`src/rtl/fetch_unit.sv`:
```
// KGPMini instruction-fetch stage: owns the PC, addresses instruction memory and
// registers the fetched word. Redirects squash one slot; halt freezes the PC.
module fetch_unit #(
  parameter logic [31:0] RESET_PC = 32'd0,
  parameter logic [31:0] NOP_WORD = 32'd0
) (
  input  logic        clk,
  input  logic        rst,
  input  logic        stall,
  input  logic        branch_taken,
  input  logic [31:0] branch_offset,
  input  logic        jump_en,
  input  logic [31:0] jump_target,
  input  logic        halt,
  input  logic        resume,
  output logic [31:0] imem_addr,
  input  logic [31:0] imem_data,
  output logic [31:0] ir,
  output logic [31:0] ir_pc,
  output logic        ir_valid,
  output logic        halted
);

  localparam logic ST_RUN    = 1'b0;
  localparam logic ST_HALTED = 1'b1;

  logic        state_q, state_d;
  logic [31:0] pc_q, pc_d;
  logic [31:0] ir_q, ir_d;
  logic [31:0] ir_pc_q, ir_pc_d;
  logic        ir_valid_q, ir_valid_d;

  always_comb begin
    state_d    = state_q;
    pc_d       = pc_q;
    ir_d       = ir_q;
    ir_pc_d    = ir_pc_q;
    ir_valid_d = ir_valid_q;

    if (state_q == ST_HALTED) begin
      // Resume only re-enters RUN; the frozen PC is fetched on the following edge.
      if (resume) begin
        state_d = ST_RUN;
      end
    end else if (halt) begin
      state_d    = ST_HALTED;
      ir_d       = NOP_WORD;
      ir_valid_d = 1'b0;
    end else if (jump_en) begin
      pc_d       = jump_target;
      ir_d       = NOP_WORD;
      ir_valid_d = 1'b0;
    end else if (branch_taken) begin
      pc_d       = ir_pc_q + branch_offset;
      ir_d       = NOP_WORD;
      ir_valid_d = 1'b0;
    end else if (!stall) begin
      ir_d       = imem_data;
      ir_pc_d    = pc_q;
      ir_valid_d = 1'b1;
      pc_d       = pc_q + 32'd1;
    end
  end

  always_ff @(posedge clk or posedge rst) begin
    if (rst) begin
      state_q    <= ST_RUN;
      pc_q       <= RESET_PC;
      ir_q       <= NOP_WORD;
      ir_pc_q    <= RESET_PC;
      ir_valid_q <= 1'b0;
    end else begin
      state_q    <= state_d;
      pc_q       <= pc_d;
      ir_q       <= ir_d;
      ir_pc_q    <= ir_pc_d;
      ir_valid_q <= ir_valid_d;
    end
  end

  assign imem_addr = pc_q;
  assign ir        = ir_q;
  assign ir_pc     = ir_pc_q;
  assign ir_valid  = ir_valid_q;
  assign halted    = (state_q == ST_HALTED);

endmodule

```
`config.mk`:
```
export PLATFORM = sky130hd
export DESIGN_NAME = fetch_unit
export DESIGN_NICKNAME = d
export VERILOG_FILES = /design/src/rtl/fetch_unit.sv
export SDC_FILE = /design/constraint.sdc
export NUM_CORES = 1
export LEC_CHECK = 0
export ABC_AREA = 1
export CELL_PAD_IN_SITES_DETAIL_PLACEMENT = 1
export CELL_PAD_IN_SITES_GLOBAL_PLACEMENT = 2
export CORE_MARGIN = 5
export CORE_UTILIZATION = 28
export CTS_CLUSTER_SIZE = 24
export DETAILED_ROUTE_END_ITERATION = 12
export PLACE_DENSITY = 0.9
export SLEW_MARGIN = 20
export SYNTH_ARGS = -nofsm -noshare
export SYNTH_HDL_FRONTEND = slang
export SYNTH_SLANG_ARGS = --single-unit
```
`constraint.sdc`:
```
create_clock -name clk -period 5.4 [get_ports clk]
set_input_delay 1.62 -clock clk [delete_from_list [all_inputs] [get_ports clk]]
set_output_delay 1.62 -clock clk [all_outputs]
set_load 0.01 [all_outputs]
```
==> flow_summary.yaml <==
clocking:
  cts_buffers: 9
  holdBufCountCts: 0
  post_cts.repair.setup_buffers: 0
  cts-root-buf: "clkbuf_16"
  insertion_delay_ns: 0.36
  post_cts_resized: 0
  cts_tree: "built"
  cts_sinks: 98
  clk_pin_slew_ns: 0.08
  clock_path_buffers: 2
  htree_levels: 3
final_layout:
  post-route-util: 0.388
  final_area_sq_mm: 0.0101
  drive_gt1_frac: 0.0409
  syn_to_final_growth_pct: 36.1
  final_cells: 1703
  num_antenna_cells: 0
  final_cell_mix: "nand2_1, inv_1, clkdlybuf4s50_1"
  nets: 1499
  final_common_cell: "nand2_1"
placement:
  dp_cells: 1687
  place_ws_ns: 1.22
  place_area_sq_mm: 0.00985
  place_congestion: 0.881
  dp_hpwl_mm: 25.2
  io_buffer_count: 200
sta:
  finalCriticalPeriod_ns: 3.84
  max_freq_ghz: 0.261
  max_slew_margin: 0.474
  setup_slack_ns: 1.56
  post-route-period-util: 0.711
  hold_viol: 0
  setup_viol: 0
  finalMaxSlewViolations: 0
  fin_setup_tns_ns: 0
  hold_slack_ns: 0.526
  worst_slew_pin_slew_ns: 0.781
  fin_skew_ns: 0.00961
  rsz0062_at_grt: "false"
pwr:
  seqPwrFrac: 0.291
  p_sw_frac: 0.478
  combPwrFrac: 0.544
  leakage_nw: 5.01
  peakVddDrop_mv: 0.149
  p_sw_mw: 1.96
  powerDensity_mw_per_mm2: 404
  power_mw: 4.10
  p_clk_frac: 0.164
  intPower_mw: 2.14
logic_synthesis:
  postSynthAreaPerCell_sq_um: 6.37
  ys_top_cells_by_area: "dfrtp_1, nand2_1, inv_1"
  synthCells: 1171
  ys_types: 38
  ys_ff_latch: 98
  synth-main-ff-cell: "dfrtp_1"
  async_reset_ff_frac: 1.00
  netlist.area_leader.share: 0.329
  synth_largest_area_cell: "dfrtp_1"
  synth_area_sq_mm: 0.00746
  synth_edf_count: 0
  ys_seq_area_frac: 0.329
  syn-num-nets: 1307
  yosys_warnings: 0
worst_setup_path:
  worstPathArrival_ns: 4.13
  crit_path_top_delay_cell: "nor4_1"
  startpoint_type: "input port"
  critPathKind: "in2reg"
  crit_buf_inv: 1
  end_kind: "flip-flop"
  crit_path_frequent_cell: "nand2_1"
  cp_max_fo: 5
  worstPathCellList: "clkdlybuf4s50_1 -> ha_1 -> nand2_1 -> nor2_1 -> nand2_1 -> nor4_1 -> nand2_1 -> nand2_1 -> nand2_1 -> nand3_1 -> nand2_1 -> a21oi_1"
  slowest_delay_ns: 0.61
  cp_data_required_time_ns: 5.69
  cpLargestDelayFamily: "simple AND/OR/NAND/NOR gates"
die:
  rows: 59
  die_h_um: 173
  die_width_um: 173
  design.core.area_sq_mm: 0.0261
  die_area_sq_mm: 0.0300
  floorplan.initialDensity: 0.285
  io_pins: 201
drt:
  drcViolationCount: 0
  wire_per_inst_um: 18.4
  drtPass1Iterations: 5
  totalWireLength_mm: 31.3
  ant_nets: 0
  via_count: 8208
  avgViaCountPerCell: 4.82
  initialDrtViolationCount: 450
status:
  status: "finished clean"
global_route:
  overflow: 0
  grt_max_degree: 62
  grt_pass1_wl_mm: 49.1
  antenna_found_initial: 1
  grt_pass1_vias: 8774
  grtUsageTotal: 0.206
worst_hold_path:
  hp-class: "reg2reg"
run:
  maxCapViolations: 0
worst reg2reg max path, cell delays in order, from the launching register on:
cell and delay, ns:
dfrtp_1 0.41, ha_1 0.45, nand2_1 0.12, nor2_1 0.21, nand2_1 0.13, nor4_1 0.61
nand2_1 0.16, nand2_1 0.11, nand2_1 0.06, nand3_1 0.07, nand2_1 0.06, a21oi_1 0.12
kinds of logic after synthesis:
logic type | after synthesis | share of synthesized area
AO/OA/AOI/OAI | 156 | 0.118
XOR/XNOR | 20 | 0.0235
adder cells (fa/ha/maj) | 33 | 0.0564
buffers and inverters | 242 | 0.125
flip-flops | 98 | 0.329
multiplexers | 1 | 0.00151
AND/OR/NAND/NOR | 621 | 0.347
state kept, by name, summed over array words and instances, names as in the netlist:
name	cells
imem_addr	32
ir_pc	32
ir	32
ir_valid	1
halted	1
metal layers:
layer / global-route usage / wire (um)
met1: 0.256 / 13700
met2: 0.364 / 15200
met3: 0.0473 / 1950
met4: 0.0442 / 465
met5: 0 / 11
synth_stat cells, types with 2 or more instances:
cell type and count:
o211ai_1 3, nor3_4 2, nand4_1 10, buf_4 2, buf_2 11, a21oi_1 37
xor2_1 19, inv_1 206, nor2_1 117, nand3b_1 2, o21bai_1 3, o21ai_1 36
dfrtp_1 98, nor3_2 11, o22ai_1 34, nor3_1 16, o221ai_1 3, nand2_1 389
ha_1 32, clkbuf_1 16, nand3_1 66, nor2_2 3, o21ai_0 34, inv_2 7
power groups by stage:
stage | Sequential, mW | Clock (mW) | Combinational (mW)
2_1_floorplan | 1.20 | 0 | 1.16
3_3_place_gp | 1.20 | 0 | 2.19
3_5_place_dp | 1.21 | 0 | 2.22
4_1_cts | 1.20 | 0.692 | 2.24
5_1_grt | 1.23 | 0.717 | 2.47
6_report | 1.20 | 0.675 | 2.23
final timing paths:
kind | endpoint | cells after the start | from | slack (ns)
worst max-delay path | imem_addr[31]$_DFFE_PP0P_ | 12 | branch_offset[15] | 1.56
worst min-delay path | ir_pc[20]$_DFFE_PP0P_ | 2 | ir_pc[20]$_DFFE_PP0P_ | 0.53
worst max register to register | imem_addr[31]$_DFFE_PP0P_ | 11 | ir_pc[15]$_DFFE_PP0P_ | 2.83
worst min register to register | ir_pc[20]$_DFFE_PP0P_ | 2 | ir_pc[20]$_DFFE_PP0P_ | 0.53
max in group asynchronous | imem_addr[12]$_DFFE_PP0P_ | 3 | rst | 2.82
min in group asynchronous | ir[7]$_DFFE_PP0P_ | 2 | rst | 1.72
layout make-up:
cell class / count / area, sq um
tap: 335 / 419
sequential: 98 / 2450
clock inverter: 7 / 71.3
multi-input combinational: 831 / 4090
clock buffer: 9 / 225
fill: 3372 / 16000
inverter: 213 / 802
timing repair buffer: 210 / 2090
Note: power is estimated with default switching activity, not from simulation.
==> variant 1: new RTL, same flow settings <==
Reset style: synchronous (`rst`), changed in one clocked block.
--- a/src/rtl/fetch_unit.sv
+++ b/src/rtl/fetch_unit.sv
@@ -63,5 +63,5 @@
   end
 
-  always_ff @(posedge clk or posedge rst) begin
+  always_ff @(posedge clk) begin
     if (rst) begin
       state_q    <= ST_RUN;
Check against the original RTL: differs if rst is asserted again (counterexample within 4 cycles, from zero or initial values and one cycle with rst high); with rst held inactive, the same outputs for 4 cycles.
==> variant 1 against the original RTL <==
Worst setup slack better by 0.043 ns. Final area is 3.3% lower. Count of clock-buffer cells in the layout is 2 higher. Wire length is 2.9% lower. Non-clock buffer count is 1 higher. Synthesized cell count is 2.0% higher. Area after synthesis is 2.8% lower. Critical path type unchanged. Core utilization is 0.069 points lower. Sequential cell count stayed put.
Power is not compared: it rests on default switching activity, and its combinational part moved more than twofold at a synthesized area within 25%.
==> variant 1: results (changes against the original RTL) <==
.. list-table::
   :header-rows: 1

   * - Metric
     - Value
   * - Post-synth top cells
     - 362 x nand2_1, 142 x inv_1, 133 x a21oi_1 (was 389 x nand2_1, 206 x inv_1, 117 x nor2_1)
   * - Gr usage total
     - 20.5% (was 20.6%)
   * - Multiplexer share of the synthesized area
     - 0% (was 0.151%)
   * - Post-synth top flop
     - dfxtp_1 (was dfrtp_1)
   * - Global-route track usage on met3
     - 5.38% (was 4.73%)
   * - Largest driver fanout on the critical path
     - 34 (was 5)
   * - Vias per std cell
     - 4.93 (was 4.82)
   * - Net total in the final layout
     - 1504 (was 1499)
   * - Status
     - finished clean (unchanged)
   * - Synth top area cells
     - dfxtp_1 27%, nand2_1 19%, a21oi_1 9.2% (was dfrtp_1 33%, nand2_1 20%, inv_1 10%)
   * - Placed Area
     - 9500 sq um (was 9850 sq um)
   * - Worst slew pin tran
     - 1.09 ns (was 0.781 ns)
   * - Via count of the first global-routing pass
     - 8606 (was 8774)
   * - Share of the synthesized area in compound gates (AO/OA/AOI/OAI)
     - 16.8% (was 11.8%)
   * - Initial antenna violation count
     - 0 (was 1)
   * - Minimum setup slack among reg-to-reg paths
     - 3.06 ns (was 2.83 ns)
   * - Met1 Track Usage GR
     - 25.8% (was 25.6%)
   * - Maximum number of pins on one net before global-route repair
     - 66 (was 62)
   * - Largest stage delay, worst path
     - 0.77 ns (was 0.61 ns)
   * - Routed met3 length
     - 2180 microns (was 1950 microns)
   * - Synth Area in Adders
     - 5.80% (was 5.64%)
   * - Total wire length after detailed routing
     - 30400 microns (was 31300 microns)
   * - First DRT Iteration DRCs
     - 357 (was 450)
   * - Worst-case clock skew
     - 0.00625 ns (was 0.00961 ns)
   * - Total half-perimeter wirelength after legalization and detailed placement
     - 24100 microns (was 25200 microns)
==> variant 1: per-stage QoR <==
| stage | power [mW] | std cells | worst slack [ns] | hold WS [ns] | utilization [%] |
|---|---|---|---|---|---|
| after floorplan | 1.10 | 1195 | 2.25 | 0.482 | - |
| after global placement | 1.35 | 1687 | 1.29 | 0.451 | 37.5 |
| after detailed placement | 1.36 | 1687 | 1.24 | 0.459 | 37.5 |
| after CTS | 2.07 | 1703 | 1.62 | 0.468 | 38.8 |
| after global routing | 2.16 | 1703 | 1.39 | 0.487 | 38.8 |
| final | 2.05 | 1704 | 1.60 | 0.466 | 38.8 |
==> variant 1: power groups by stage <==
stage	registers (mW)	clock network (mW)	logic, mW
final	0.812	0.704	0.531
after global routing	0.818	0.758	0.584
after CTS	0.812	0.727	0.534
after detailed placement	0.829	0	0.532
after global placement	0.828	0	0.524
after floorplan	0.821	0	0.275
==> variant 1: logic make-up after synthesis <==
family / count (synthesis)
AND/OR/NAND/NOR: 625
flip-flops: 98
AO/OA/AOI/OAI: 225
XOR/XNOR: 17
buffers and inverters: 197
adder cells (fa/ha/maj): 33
==> variant 1: area by class of cell <==
class,count,share of cell area [%]
clock inverters,5,0.624
diodes,1,0.0255
inverters,148,5.66
flip-flops and latches,98,20.0
well taps,330,4.21
repair buffers,211,21.2
clock buffers,11,2.57
multi-input cells,900,45.7
==> variant 1: critical path: cells and delay by family <==
kind                   cells  cell delay, ns
and+or+nand+nor            1            0.77
AOI/OAI and AO/OA          2            0.23
buffers and inverters      3            1.38
==> variant 1: final timing paths <==
kind,to,cells after the start,start
max,ir_pc[16],6,halt
max reg2reg,imem_addr[28],13,ir_pc[0]
min reg2reg,ir[17],2,ir[17]
min,ir[17],2,ir[17]
==> variant 2: new RTL, same settings <==
Made on the original files. Add an input register stage for `branch_offset` and `jump_target`, with the module's reset; this delays them by one clock. The other inputs are not delayed to match.
--- a/src/rtl/fetch_unit.sv
+++ b/src/rtl/fetch_unit.sv
@@ -25,4 +25,17 @@
   localparam logic ST_HALTED = 1'b1;
 
+  logic [31:0] branch_offset_q;
+  logic [31:0] jump_target_q;
+
+  always_ff @(posedge clk or posedge rst) begin
+    if (rst) begin
+      branch_offset_q <= '0;
+      jump_target_q   <= '0;
+    end else begin
+      branch_offset_q <= branch_offset;
+      jump_target_q   <= jump_target;
+    end
+  end
+
   logic        state_q, state_d;
   logic [31:0] pc_q, pc_d;
@@ -48,9 +61,9 @@
       ir_valid_d = 1'b0;
     end else if (jump_en) begin
-      pc_d       = jump_target;
+      pc_d       = jump_target_q;
       ir_d       = NOP_WORD;
       ir_valid_d = 1'b0;
     end else if (branch_taken) begin
-      pc_d       = ir_pc_q + branch_offset;
+      pc_d       = ir_pc_q + branch_offset_q;
       ir_d       = NOP_WORD;
       ir_valid_d = 1'b0;
Function: changed (Yosys sat finds a counterexample within 4 cycles, from zero or initial values and one cycle with rst high).
==> variant 2 against the original RTL <==
Cell count rose by 5.4%. Register-to-register slack better by 0.06 ns. Count of clock-buffer cells in the layout up 9. Die area grew 17%. Total power increased by 26%. Final area rose by 18%. Combinational power down 4%. Critical endpoint is now ir_pc[22]. Sequential power up 45%. Sequential cell count is 64 higher. Worst setup slack improved by 0.36 ns. Wire length up 5.6%. Non-clock buffer count up 1. Area after synthesis rose by 19%. Clock power rose by 90%.
==> variant 2: results (changes against the original RTL) <==
.. list-table::
   :header-rows: 1

   * - Metric
     - Value
   * - Gr usage total
     - 18.8% (was 20.6%)
   * - Number of buffers created by CTS
     - 17 (was 9)
   * - H-tree levels
     - 4 (was 3)
   * - Final cell count without fillers
     - 1795 (was 1703)
   * - Net count after synthesis
     - 1315 (was 1307)
   * - YS warnings
     - 0 (unchanged)
   * - Count of cell types in the netlist
     - 37 (was 38)
   * - Worst ir drop on vdd
     - 0.218 mV (was 0.149 mV)
   * - WP data arrival
     - 3.78 ns (was 4.13 ns)
   * - Post-synthesis sequential area ratio
     - 45.8% (was 32.9%)
   * - Status
     - finished clean (unchanged)
   * - Count of fill cells added during filler insertion
     - 3834 (was 3372)
   * - Synth top area cells
     - dfrtp_1 46%, nand2_1 14%, inv_1 8.1% (was dfrtp_1 33%, nand2_1 20%, inv_1 10%)
   * - First-pass iteration count of the detailed router
     - 5 (unchanged)
   * - Slew margin rel.
     - 46.9% (was 47.4%)
   * - Total number of vias
     - 8576 (was 8208)
   * - Worst-case clock skew
     - 0.00961 ns (about the same)
   * - Fraction of registers with async set or reset after synthesis
     - 100% (unchanged)
   * - Net total in the final layout
     - 1516 (was 1499)
   * - Class of the most critical hold timing path
     - reg2reg (unchanged)
   * - Via count of the first global-routing pass
     - 9202 (was 8774)
   * - Total half-perimeter wirelength after legalization and detailed placement
     - 26000 microns (was 25200 microns)
   * - Largest driver fanout on the critical path
     - 70 (was 5)
   * - Post-synth top cells
     - 331 x nand2_1, 190 x inv_1, 162 x dfrtp_1 (was 389 x nand2_1, 206 x inv_1, 117 x nor2_1)
   * - Initial antenna violation count
     - 1 (unchanged)
   * - Maximum number of pins on one net before global-route repair
     - 86 (was 62)
   * - Post-Syn Area per Cell
     - 7.50 sq um (was 6.37 sq um)
   * - Insertion delay of the later-clocked pin in the worst-skew pair
     - 0.45 ns (was 0.36 ns)
   * - Proportion of layout cells with a drive suffix above 1
     - 3.80% (was 4.09%)
   * - Longest Clk Path Bufs
     - 2 (unchanged)
   * - Cell leakage power
     - 5.79 nW (was 5.01 nW)
   * - First-pass GRT wire length
     - 52400 microns (was 49100 microns)
   * - Total wire length after detailed routing
     - 33100 microns (was 31300 microns)
   * - First DRT Iteration DRCs
     - 418 (was 450)
   * - Post-CTS setup repair buffer count
     - 0 (unchanged)
   * - Global placer's final weighted congestion
     - 0.888 (was 0.881)
   * - Root buffer cell
     - clkbuf_16 (unchanged)
variant 2: cell types whose count changed after synthesis, sizes merged, moves of 8 or more:
| cell | delta |
|---|---|
| a21oi | +12 |
| dfrtp | +64 |
| inv | -23 |
| nand2 | -58 |
| nor3 | -9 |
| o21ai | +8 |
variant 2: per-layer routing:
metal	GRT usage [%]	routed length [microns]
met3	5.44	2140
met5	0	13
met1	23.7	14500
met2	31.8	16000
met4	5.00	464
variant 2: final cells by class:
type	count	area share, %
clock buffers	18	3.59
clock inverters	14	1.50
flip-flops and latches	162	33.9
inverters	190	5.99
multi-input cells	798	33.2
repair buffers	211	17.6
well taps	402	4.20
variant 2: kinds of logic (layout without fill, tap and decap cells):
group	Yosys count	count (layout)	synth area share [%]
xor gates and xnor gates	17	17	1.68
and+or+nand+nor	560	560	26.3
muxes	1	1	0.127
AOI/OAI and AO/OA	187	187	11.9
DFF	162	162	45.8
adders and majority gates	33	33	4.75
buffers and inverters	219	433	9.39
variant 2: where the power goes:
part	switching [mW]	leakage (nW)	internal [mW]
Clock	0.550	0.288	0.735
Sequential	0.315	2.02	1.43
Combinational	1.28	3.48	0.869
variant 2: worst max-delay path: stages:
cell and delay, ns:
clkdlybuf4s50_1 0.60, nor2_4 0.12, a31oi_4 0.19, nand3_4 0.62, buf_4 0.46, nand2_1 0.07, o21ai_0 0.07
variant 2: worst paths after layout:
| kind | from | to | slack, ns | cells after the start |
|---|---|---|---|---|
| worst min-delay path | jump_target_q[0] | imem_addr[0] | 0.49 | 2 |
| worst min register to register | jump_target_q[0] | imem_addr[0] | 0.49 | 2 |
| min in group asynchronous | rst | ir[14] | 1.47 | 2 |
| worst max-delay path | branch_taken | ir_pc[22] | 1.92 | 7 |
| max in group asynchronous | rst | jump_target_q[18] | 3.17 | 3 |
| worst max register to register | ir_pc[0] | imem_addr[18] | 2.89 | 15 |
variant 2: per-stage QoR:
step / hold WS (ns) / instance area [sq um] / worst slack, ns / power (mW)
after floorplan: 0.442 / 8850 / 1.72 / 2.82
after global placement: 0.478 / 11400 / 1.49 / 3.86
after detailed placement: 0.483 / 11400 / 1.43 / 3.91
after CTS: 0.498 / 12000 / 1.91 / 5.23
after global routing: 0.558 / 12000 / 1.75 / 5.52
final: 0.493 / 12000 / 1.92 / 5.17
